### config.mk
export PLATFORM = sky130hd
export DESIGN_NAME = uart_imem_loader
export DESIGN_NICKNAME = d
export VERILOG_FILES = /design/src/rtl/uart_imem_loader.sv
export SDC_FILE = /design/constraint.sdc
export NUM_CORES = 1
export LEC_CHECK = 0
export ABC_CLOCK_PERIOD_IN_PS = 3100
export CORE_ASPECT_RATIO = 0.75
export CORE_MARGIN = 5
export CORE_UTILIZATION = 49
export DETAILED_ROUTE_END_ITERATION = 16
export GPL_TIMING_DRIVEN = 0
export PLACE_DENSITY_LB_ADDON = 0.12
export SLEW_MARGIN = 0
export SYNTH_ARGS = -nofsm -noshare
export SYNTH_HDL_FRONTEND = slang
export SYNTH_SLANG_ARGS = --single-unit
### constraint.sdc
create_clock -name Clk -period 3.1 [get_ports Clk]
set_input_delay 0.62 -clock Clk [delete_from_list [all_inputs] [get_ports Clk]]
set_output_delay 0.62 -clock Clk [all_outputs]
set_load 0.005 [all_outputs]
### src/rtl/uart_imem_loader.sv
// uart_imem_loader
//
// Bridges a UART byte receiver and a small CPU core. While Load is high, every good
// received byte is written to consecutive instruction-memory addresses starting at 0.
// The core is held (Cpu_run=0) until the load window closes. It is then released
// through a one-cycle COMMIT state.
//
// Frame errors and overflow (more than DEPTH bytes) drop the byte. They also set a sticky
// Load_err. Load_err stays set until the next load starts or reset is applied.
//
// Optional feature (macro LOADER_ZERO_FILL_EN):
//   When defined, a FILL state clears the unused memory locations Byte_count..DEPTH-1
//   to 0x00 before the core is released. Release latency is then 2 + (DEPTH - Byte_count)
//   cycles after Load falls.
//   When undefined, the core is released 2 cycles after Load falls. Unused locations
//   keep their previous contents.
//
// Ports
//   Clk        in   system clock, rising edge
//   Reset      in   synchronous active-low reset
//   Load       in   level, 1 = program-load window open
//   Rx_data    in   received byte, qualified by Rx_valid
//   Rx_valid   in   one-cycle pulse per received byte
//   Rx_fe      in   frame error for the byte qualified by Rx_valid
//   Imem_we    out  instruction-memory write strobe (registered)
//   Imem_addr  out  write address (registered)
//   Imem_wdata out  write data (registered)
//   Byte_count out  good bytes written during the current load, 0..DEPTH
//   Load_err   out  sticky frame-error / overflow flag for the current load
//   Cpu_run    out  1 = core may execute
module uart_imem_loader #(
  parameter int unsigned ADDR_W = 4,
  parameter int unsigned DATA_W = 8
) (
  input  logic              Clk,
  input  logic              Reset,
  input  logic              Load,
  input  logic [DATA_W-1:0] Rx_data,
  input  logic              Rx_valid,
  input  logic              Rx_fe,
  output logic              Imem_we,
  output logic [ADDR_W-1:0] Imem_addr,
  output logic [DATA_W-1:0] Imem_wdata,
  output logic [ADDR_W:0]   Byte_count,
  output logic              Load_err,
  output logic              Cpu_run
);

  localparam int unsigned   Depth    = 2 ** ADDR_W;
  localparam logic [ADDR_W:0] DepthCnt = (ADDR_W + 1)'(Depth);

`ifdef LOADER_ZERO_FILL_EN
  typedef enum logic [2:0] {StIdle, StLoad, StCommit, StFill, StRun} state_e;
`else
  typedef enum logic [2:0] {StIdle, StLoad, StCommit, StRun} state_e;
`endif

  state_e              state_q, state_d;
  // Write pointer is one bit wider than the address so it can reach DEPTH without wrapping.
  logic [ADDR_W:0]     ptr_q, ptr_d;
  logic [ADDR_W:0]     count_q, count_d;
  logic                err_q, err_d;
  logic                we_q, we_d;
  logic [ADDR_W-1:0]   addr_q, addr_d;
  logic [DATA_W-1:0]   wdata_q, wdata_d;
  logic                run_q, run_d;

  always_comb begin
    state_d = state_q;
    ptr_d   = ptr_q;
    count_d = count_q;
    err_d   = err_q;
    we_d    = 1'b0;
    addr_d  = addr_q;
    wdata_d = wdata_q;

    unique case (state_q)
      StIdle: begin
        if (Load) begin
          state_d = StLoad;
          ptr_d   = '0;
          count_d = '0;
          err_d   = 1'b0;
        end
      end

      StLoad: begin
        // A byte arriving in the same cycle Load drops is still handled here.
        if (Rx_valid) begin
          if (Rx_fe) begin
            err_d = 1'b1;
          end else if (count_q == DepthCnt) begin
            err_d = 1'b1;
          end else begin
            we_d    = 1'b1;
            addr_d  = ptr_q[ADDR_W-1:0];
            wdata_d = Rx_data;
            ptr_d   = ptr_q + 1'b1;
            count_d = count_q + 1'b1;
          end
        end
        if (!Load) begin
          state_d = StCommit;
        end
      end

      StCommit: begin
`ifdef LOADER_ZERO_FILL_EN
        // Issue the first fill write on the edge that enters FILL, so every FILL cycle
        // presents exactly one write and RUN never sees a write strobe.
        if (ptr_q < DepthCnt) begin
          state_d = StFill;
          we_d    = 1'b1;
          addr_d  = ptr_q[ADDR_W-1:0];
          wdata_d = '0;
          ptr_d   = ptr_q + 1'b1;
        end else begin
          state_d = StRun;
        end
`else
        state_d = StRun;
`endif
      end

`ifdef LOADER_ZERO_FILL_EN
      StFill: begin
        if (ptr_q == DepthCnt) begin
          state_d = StRun;
        end else begin
          we_d    = 1'b1;
          addr_d  = ptr_q[ADDR_W-1:0];
          wdata_d = '0;
          ptr_d   = ptr_q + 1'b1;
        end
      end
`endif

      StRun: begin
        // Received bytes are ignored while the core runs.
        if (Load) begin
          state_d = StLoad;
          ptr_d   = '0;
          count_d = '0;
          err_d   = 1'b0;
        end
      end

      default: begin
        state_d = StIdle;
      end
    endcase

    // Cpu_run is registered from the next state so it rises on the RUN entry edge.
    run_d = (state_d == StRun);
  end

  always_ff @(posedge Clk) begin
    if (!Reset) begin
      state_q <= StIdle;
      ptr_q   <= '0;
      count_q <= '0;
      err_q   <= 1'b0;
      we_q    <= 1'b0;
      addr_q  <= '0;
      wdata_q <= '0;
      run_q   <= 1'b0;
    end else begin
      state_q <= state_d;
      ptr_q   <= ptr_d;
      count_q <= count_d;
      err_q   <= err_d;
      we_q    <= we_d;
      addr_q  <= addr_d;
      wdata_q <= wdata_d;
      run_q   <= run_d;
    end
  end

  assign Imem_we    = we_q;
  assign Imem_addr  = addr_q;
  assign Imem_wdata = wdata_q;
  assign Byte_count = count_q;
  assign Load_err   = err_q;
  assign Cpu_run    = run_q;

endmodule

==> reports/metrics.csv, run 1 <==
metric,value,unit
Core ar.,0.00229,mm²
number of top-level pins,33,
Post-Route Skew,3.64,ps
max_cap viols,0,
Final Hold Viols,0,
vias in the first global route,893,
Synth warnings,0,
"most common cell after layout, fill and taps aside",clkdlybuf4s50_1,
Worst EP required,2480,ps
synthesis-stage register bit count,27,
Root Driver,clkbuf_4,
CP Capture Type,output pin,
crit-path max cell delay,540,ps
Post-Syn Nets,126,
CTS tree,built,
final setup fails,0,
share of post-route cells with drive strength above 1,6.16,%
top post-synthesis cells by area,"dfxtp_1 47%, mux2i_1 10%, nor2b_1 8.6%, o311ai_0 3.8%, ha_1 3.2%",
share of the synthesized area in the top cell type,46.6,%
Hold Slack,492,ps
CP Class,reg -> out,
Hold WC Path Type,reg -> reg,
fin nets,163,
syn_area_per_cell,10.5,µm²
die span in x,66.2,µm
maximum clock rate,0.518,GHz
hold worst-path end,ptr_q[3],
DP Worst Slack,835,ps
die area,0.00345,mm²
RSZ-0062 raised after global routing,no,
Final Critical Period,1930,ps
worst skew pair latency,320,ps
crit-path cells,clkdlybuf4s50_1,
status,"complete, no violations",
sequential share of the synthesized area,46.6,%
CP Data Arrival Time,1310,ps
row cnt,15,
utilization after layout,67.7,%
final non-filler cell total,180,
die boundary height,52.1,µm
DRC violations left,0,
"setup slack, reg-to-reg",1280,ps
H-Tree Depth,1,
Post-CTS Setup Repair Bufs,0,
period utilization,62.3,%
routed length per instance,13.4,µm
ant diodes,0,
total wire length,2.41,mm
Register-to-Register Path Depth,7,
Overflow after GRT,0,
Pleak,0.521,nW
PwrDens,355,mW/mm²
Max Slew Vio Count,0,
DR iter-0 viols,67,
vias per inst,5.08,
largest net degree at the start of global routing,15,
Total Neg Setup Slack,0,ps
hold_buf cts,0,
Worst Hold Depth,1,
"critical path fanouts, max",6,
r2r startpoint,Byte_count[0],
Clock transition at path regs,140,ps
"area leader, netlist",dfxtp_1,
worst-case clock buffer depth,2,
Final HPWL DP,1.82,mm
R2R Path End,Imem_wdata[4],
Placement Cell Area,0.00152,mm²
Worst Setup Start Kind,flip-flop,
total CTS buffers,3,
Initial Util,50.7,%
Hold Crit Start,ptr_q[3],
placed cells,176,
Synth Instances,110,
antenna violations before repair,0,
CTS Sinks,27,
Total GRT Usage,15.4,%
Top delay family on crit path,buffers and inverters,
first-pass GRT wire length,4.02,mm
Post-CTS Resized,0,
FILL cells,198,
port buffer count,32,
mapped cell area,0.00116,mm²
"Design Area, Final",0.00155,mm²
Final ANT Viol Nets,0,
"commonest non-fill, non-tap cells in the layout","32 x clkdlybuf4s50_1, 27 x dfxtp_1, 16 x nor2b_1, 12 x mux2i_1, 9 x nand2_1",
Initial DRT Pass Iterations,4,
CP Buf/Inv Count,1,
GPL Wtd Cong,0.820,
Netlist cell types,25,
fin worst setup slack,1170,ps
Tot Pwr,550,µW
"Slowest-stage cell, CP",clkdlybuf4s50_1,
Max VDD drop,0.274,mV
Layout area overhead,33.5,%
via count,914,
## state kept, by name, indices dropped and copies added, names as in the netlist
signal,count
Imem_wdata,8
Imem_addr,4
Imem_we,1
ptr_q,4
state_q,3
Load_err,1
Cpu_run,1
Byte_count,5
## routing by layer
metal	track usage, %	vias up	share of wire (%)
met2	25.4	27	46
met5	0	-	0
met3	6.26	2	6.5
met1	19.3	424	47
li1	-	461	-
met4	2.03	0	0.41
## worst max-delay path by stage
stage	start	end	slack [ps]	cells after the start
after floorplan	Byte_count[0]	Imem_wdata[4]	1430	7
after global placement	Rx_fe	Imem_addr[3]	910	6
after detailed placement	Rx_fe	Imem_wdata[4]	830	6
after CTS	Byte_count[0]	Byte_count[0]	1150	1
after global routing	Byte_count[0]	Byte_count[0]	1070	1
final	Byte_count[0]	Byte_count[0]	1170	1
## cell families after synthesis
group	after synthesis	synth area share, %
and+or+nand+nor	37	20.7
muxes	12	10.4
DFF	27	46.6
xor gates and xnor gates	1	1.40
other	1	0.323
AOI/OAI and AO/OA	22	14.1
adders and majority gates	3	3.24
buffers and inverters	7	3.24
## cells in the mapped netlist
master / count
a21boi_0: 3
a2bb2oi_2: 1
and3_1: 1
and4bb_4: 1
buf_8: 1
clkbuf_1: 3
conb_1: 1
dfxtp_1: 27
ha_1: 3
inv_1: 3
mux2i_1: 12
nand2_1: 9
nand3_1: 3
nand4bb_4: 1
nor2_1: 4
nor2b_1: 16
nor3_4: 1
nor4bb_1: 1
o211a_1: 1
o21a_1: 1
o21ai_0: 6
o22ai_1: 2
o311ai_0: 5
o31ai_1: 3
xnor2_2: 1
## layout make-up
class / instances / area (µm²) / area share [%]
timing repair buffer: 32 / 320 / 20.7
tap: 34 / 42.5 / 2.75
clock buffer: 4 / 26.3 / 1.70
multi-input combinational: 76 / 582 / 37.6
sequential: 27 / 541 / 34.9
inverter: 3 / 11.3 / 0.727
buffer: 4 / 26.3 / 1.70
## power by group
part	internal (mW)	switching (mW)
logic	0.0265	0.0195
registers	0.350	0.00390
clock network	0.0504	0.0996
total	0.427	0.123
Note: power is estimated with default switching activity, not from simulation.
==> inputs of run 2 (changes only) <==
--- a/config.mk
+++ b/config.mk
@@ -5,10 +5,10 @@
 export SDC_FILE = /design/constraint.sdc
 export NUM_CORES = 1
 export LEC_CHECK = 0
-export ABC_CLOCK_PERIOD_IN_PS = 3100
+export ABC_CLOCK_PERIOD_IN_PS = 1800
 export CORE_ASPECT_RATIO = 0.75
 export CORE_MARGIN = 5
-export CORE_UTILIZATION = 49
+export CORE_UTILIZATION = 46
 export DETAILED_ROUTE_END_ITERATION = 16
 export GPL_TIMING_DRIVEN = 0
 export PLACE_DENSITY_LB_ADDON = 0.12
==> constraint.sdc (replaced) <==
create_clock -name Clk -period 1.8 [get_ports Clk]
set_input_delay 0.36 -clock Clk [delete_from_list [all_inputs] [get_ports Clk]]
set_output_delay 0.36 -clock Clk [all_outputs]
set_load 0.005 [all_outputs]
==> run 2 against run 1 <==
Against the previous run: cell count rose by 0.56%; critical path depth rose by 5; clock skew barely moved; largest cell class unchanged; largest power group unchanged.
==> reports/metrics.csv, run 2 (synthesized netlist as in run 1, its figures left out) <==
metric,value,unit,change
FILL cells,191,,was 198
Final HPWL DP,1.85,mm,was 1.82 mm
Worst Setup Start Kind,flip-flop,,unchanged
CTS tree,built,,unchanged
Core ar.,0.00235,mm²,was 0.00229 mm²
"commonest non-fill, non-tap cells in the layout","32 x clkdlybuf4s50_1, 26 x dfxtp_1, 16 x nor2b_1, 12 x mux2i_1, 9 x nand2_1",,"was 32 x clkdlybuf4s50_1, 27 x dfxtp_1, 16 x nor2b_1, 12 x mux2i_1, 9 x nand2_1"
ant diodes,0,,unchanged
DRC violations left,0,,unchanged
antenna violations before repair,0,,unchanged
Final Hold Viols,0,,unchanged
vias in the first global route,918,,was 893
vias per inst,5.01,,was 5.08
period utilization,95.0,%,
routed length per instance,13.5,µm,was 13.4 µm
multi-input logic area,589,µm²,was 582 µm²
Flop pwr share,64.3,%,was 64.4%
Total GRT Usage,15.7,%,was 15.4%
die span in x,68.0,µm,was 66.2 µm
DR iter-0 viols,55,,was 67
status,"complete, no violations",,unchanged
Layout area overhead,35.1,%,was 33.5%
"setup slack, reg-to-reg",90,ps,was 1280 ps
Worst Setup SP,Byte_count[1],,was Byte_count[0]
total wire length,2.45,mm,was 2.41 mm
via count,907,,was 914
crit path capture,ptr_q[3],,was Byte_count[0]
row cnt,15,,unchanged
port buffer count,32,,unchanged
GPL Wtd Cong,0.816,,was 0.820
Root Driver,clkbuf_4,,unchanged
Final Critical Period,1710,ps,
Max VDD drop,0.412,mV,was 0.274 mV
fin nets,164,,was 163
Placement Cell Area,0.00152,mm²,unchanged
share of post-route cells with drive strength above 1,8.84,%,was 6.16%
worst skew pair latency,320,ps,about the same
DP Worst Slack,-184,ps,was 835 ps
Clock Power Share,27.2,%,was 27.3%
Register-to-Register Path Depth,6,,was 7
r2r startpoint,Byte_count[1],,was Byte_count[0]
Post-Route Skew,4.08,ps,was 3.64 ps
CP Capture Type,flip-flop,,was output pin
maximum clock rate,0.585,GHz,
largest net degree at the start of global routing,16,,was 15
combinational fraction of design power,8.5,%,was 8.4%
"Design Area, Final",0.00157,mm²,was 0.00155 mm²
PwrDens,605,mW/mm²,was 355 mW/mm²
die area,0.00364,mm²,was 0.00345 mm²
CP Data Arrival Time,1930,ps,was 1310 ps
"most common cell after layout, fill and taps aside",clkdlybuf4s50_1,,unchanged
Final ANT Viol Nets,0,,unchanged
"critical path fanouts, max",8,,was 6
Sw Pwr,216,µW,was 123 µW
Initial Util,49.4,%,was 50.7%
worst-case clock buffer depth,2,,unchanged
final non-filler cell total,181,,was 180
Int Pwr,732,µW,was 427 µW
H-Tree Depth,1,,unchanged
max_cap viols,0,,unchanged
CTS Sinks,27,,unchanged
Hold WC Path Type,reg -> reg,,unchanged
Worst EP required,2020,ps,was 2480 ps
Initial DRT Pass Iterations,4,,unchanged
number of top-level pins,33,,unchanged
Sw Ratio,22.8,%,was 22.4%
fin worst setup slack,90.8,ps,was 1170 ps
first-pass GRT wire length,4.24,mm,was 4.02 mm
Max Slew Vio Count,0,,unchanged
total CTS buffers,3,,unchanged
placed cells,176,,unchanged
Total Neg Setup Slack,0,ps,unchanged
Pleak,0.533,nW,was 0.521 nW
final setup fails,0,,unchanged
die boundary height,53.5,µm,was 52.1 µm
Clock transition at path regs,140,ps,about the same
RSZ-0062 raised after global routing,no,,unchanged
hold_buf cts,0,,unchanged
CP Class,reg -> reg,,was reg -> out
register area,542,µm²,was 541 µm²
flip-flop count of the largest register after layout,8,,unchanged
R2R Path End,ptr_q[3],,was Imem_wdata[4]
Overflow after GRT,0,,unchanged
-- run 2: layout make-up --
cell class	count	share of cell area [%]
multi-input cells	76	37.6
inverters	3	0.719
well taps	34	2.72
clock inverters	1	0.319
plain buffers	4	1.68
repair buffers	33	20.9
flip-flops and latches	27	34.6
clock buffers	3	1.44
-- run 2: metal layers --
| layer | global-route usage (%) | share of wire, % | vias to the layer above |
|---|---|---|---|
| met2 | 25.9 | 46 | 21 |
| met4 | 3.96 | 0.69 | 0 |
| met1 | 19.5 | 48 | 419 |
| met5 | 0 | 0 | - |
| met3 | 5.31 | 5.6 | 2 |
| li1 | - | - | 465 |
-- run 2: worst min-delay path by stage --
stage | startpoint | end | cells after the start
2_1_floorplan | ptr_q[3] | ptr_q[3] | 1
5_1_grt | ptr_q[3] | ptr_q[3] | 1
4_1_cts | ptr_q[3] | ptr_q[3] | 1
6_report | ptr_q[3] | ptr_q[3] | 1
3_5_place_dp | ptr_q[3] | ptr_q[3] | 1
3_3_place_gp | ptr_q[3] | ptr_q[3] | 1
-- run 2: repair_timing --
item | 4_1_cts | 5_1_grt
pin swaps | 1 | 0
gates resized for setup | 1 | 5
setup endpoints to repair | 9 | 5
setup buffers | 1 | 0
-- run 2: worst max-delay path, cell delays in order, from the launching register on --
cell and delay, ps:
dfxtp_1 420, inv_1 70, ha_1 200, and4bb_4 230, a2bb2oi_2 220, o311ai_0 360
o31ai_1 120
-- run 2: per-stage QoR --
step	power [mW]	utilization [%]	hold WS (ps)
floorplan	0.657	-	434
global placement	0.698	64.9	467
detailed placement	0.701	64.9	471
CTS	0.956	66.4	491
global route	0.992	66.8	512
finish	0.948	66.8	495
-- run 2: power groups by stage --
stage	registers [mW]	logic, mW	clock network [mW]
finish	0.610	0.0809	0.258
floorplan	0.622	0.0354	0
detailed placement	0.622	0.0785	0
global route	0.611	0.0879	0.293
global placement	0.622	0.0762	0
CTS	0.610	0.0795	0.267
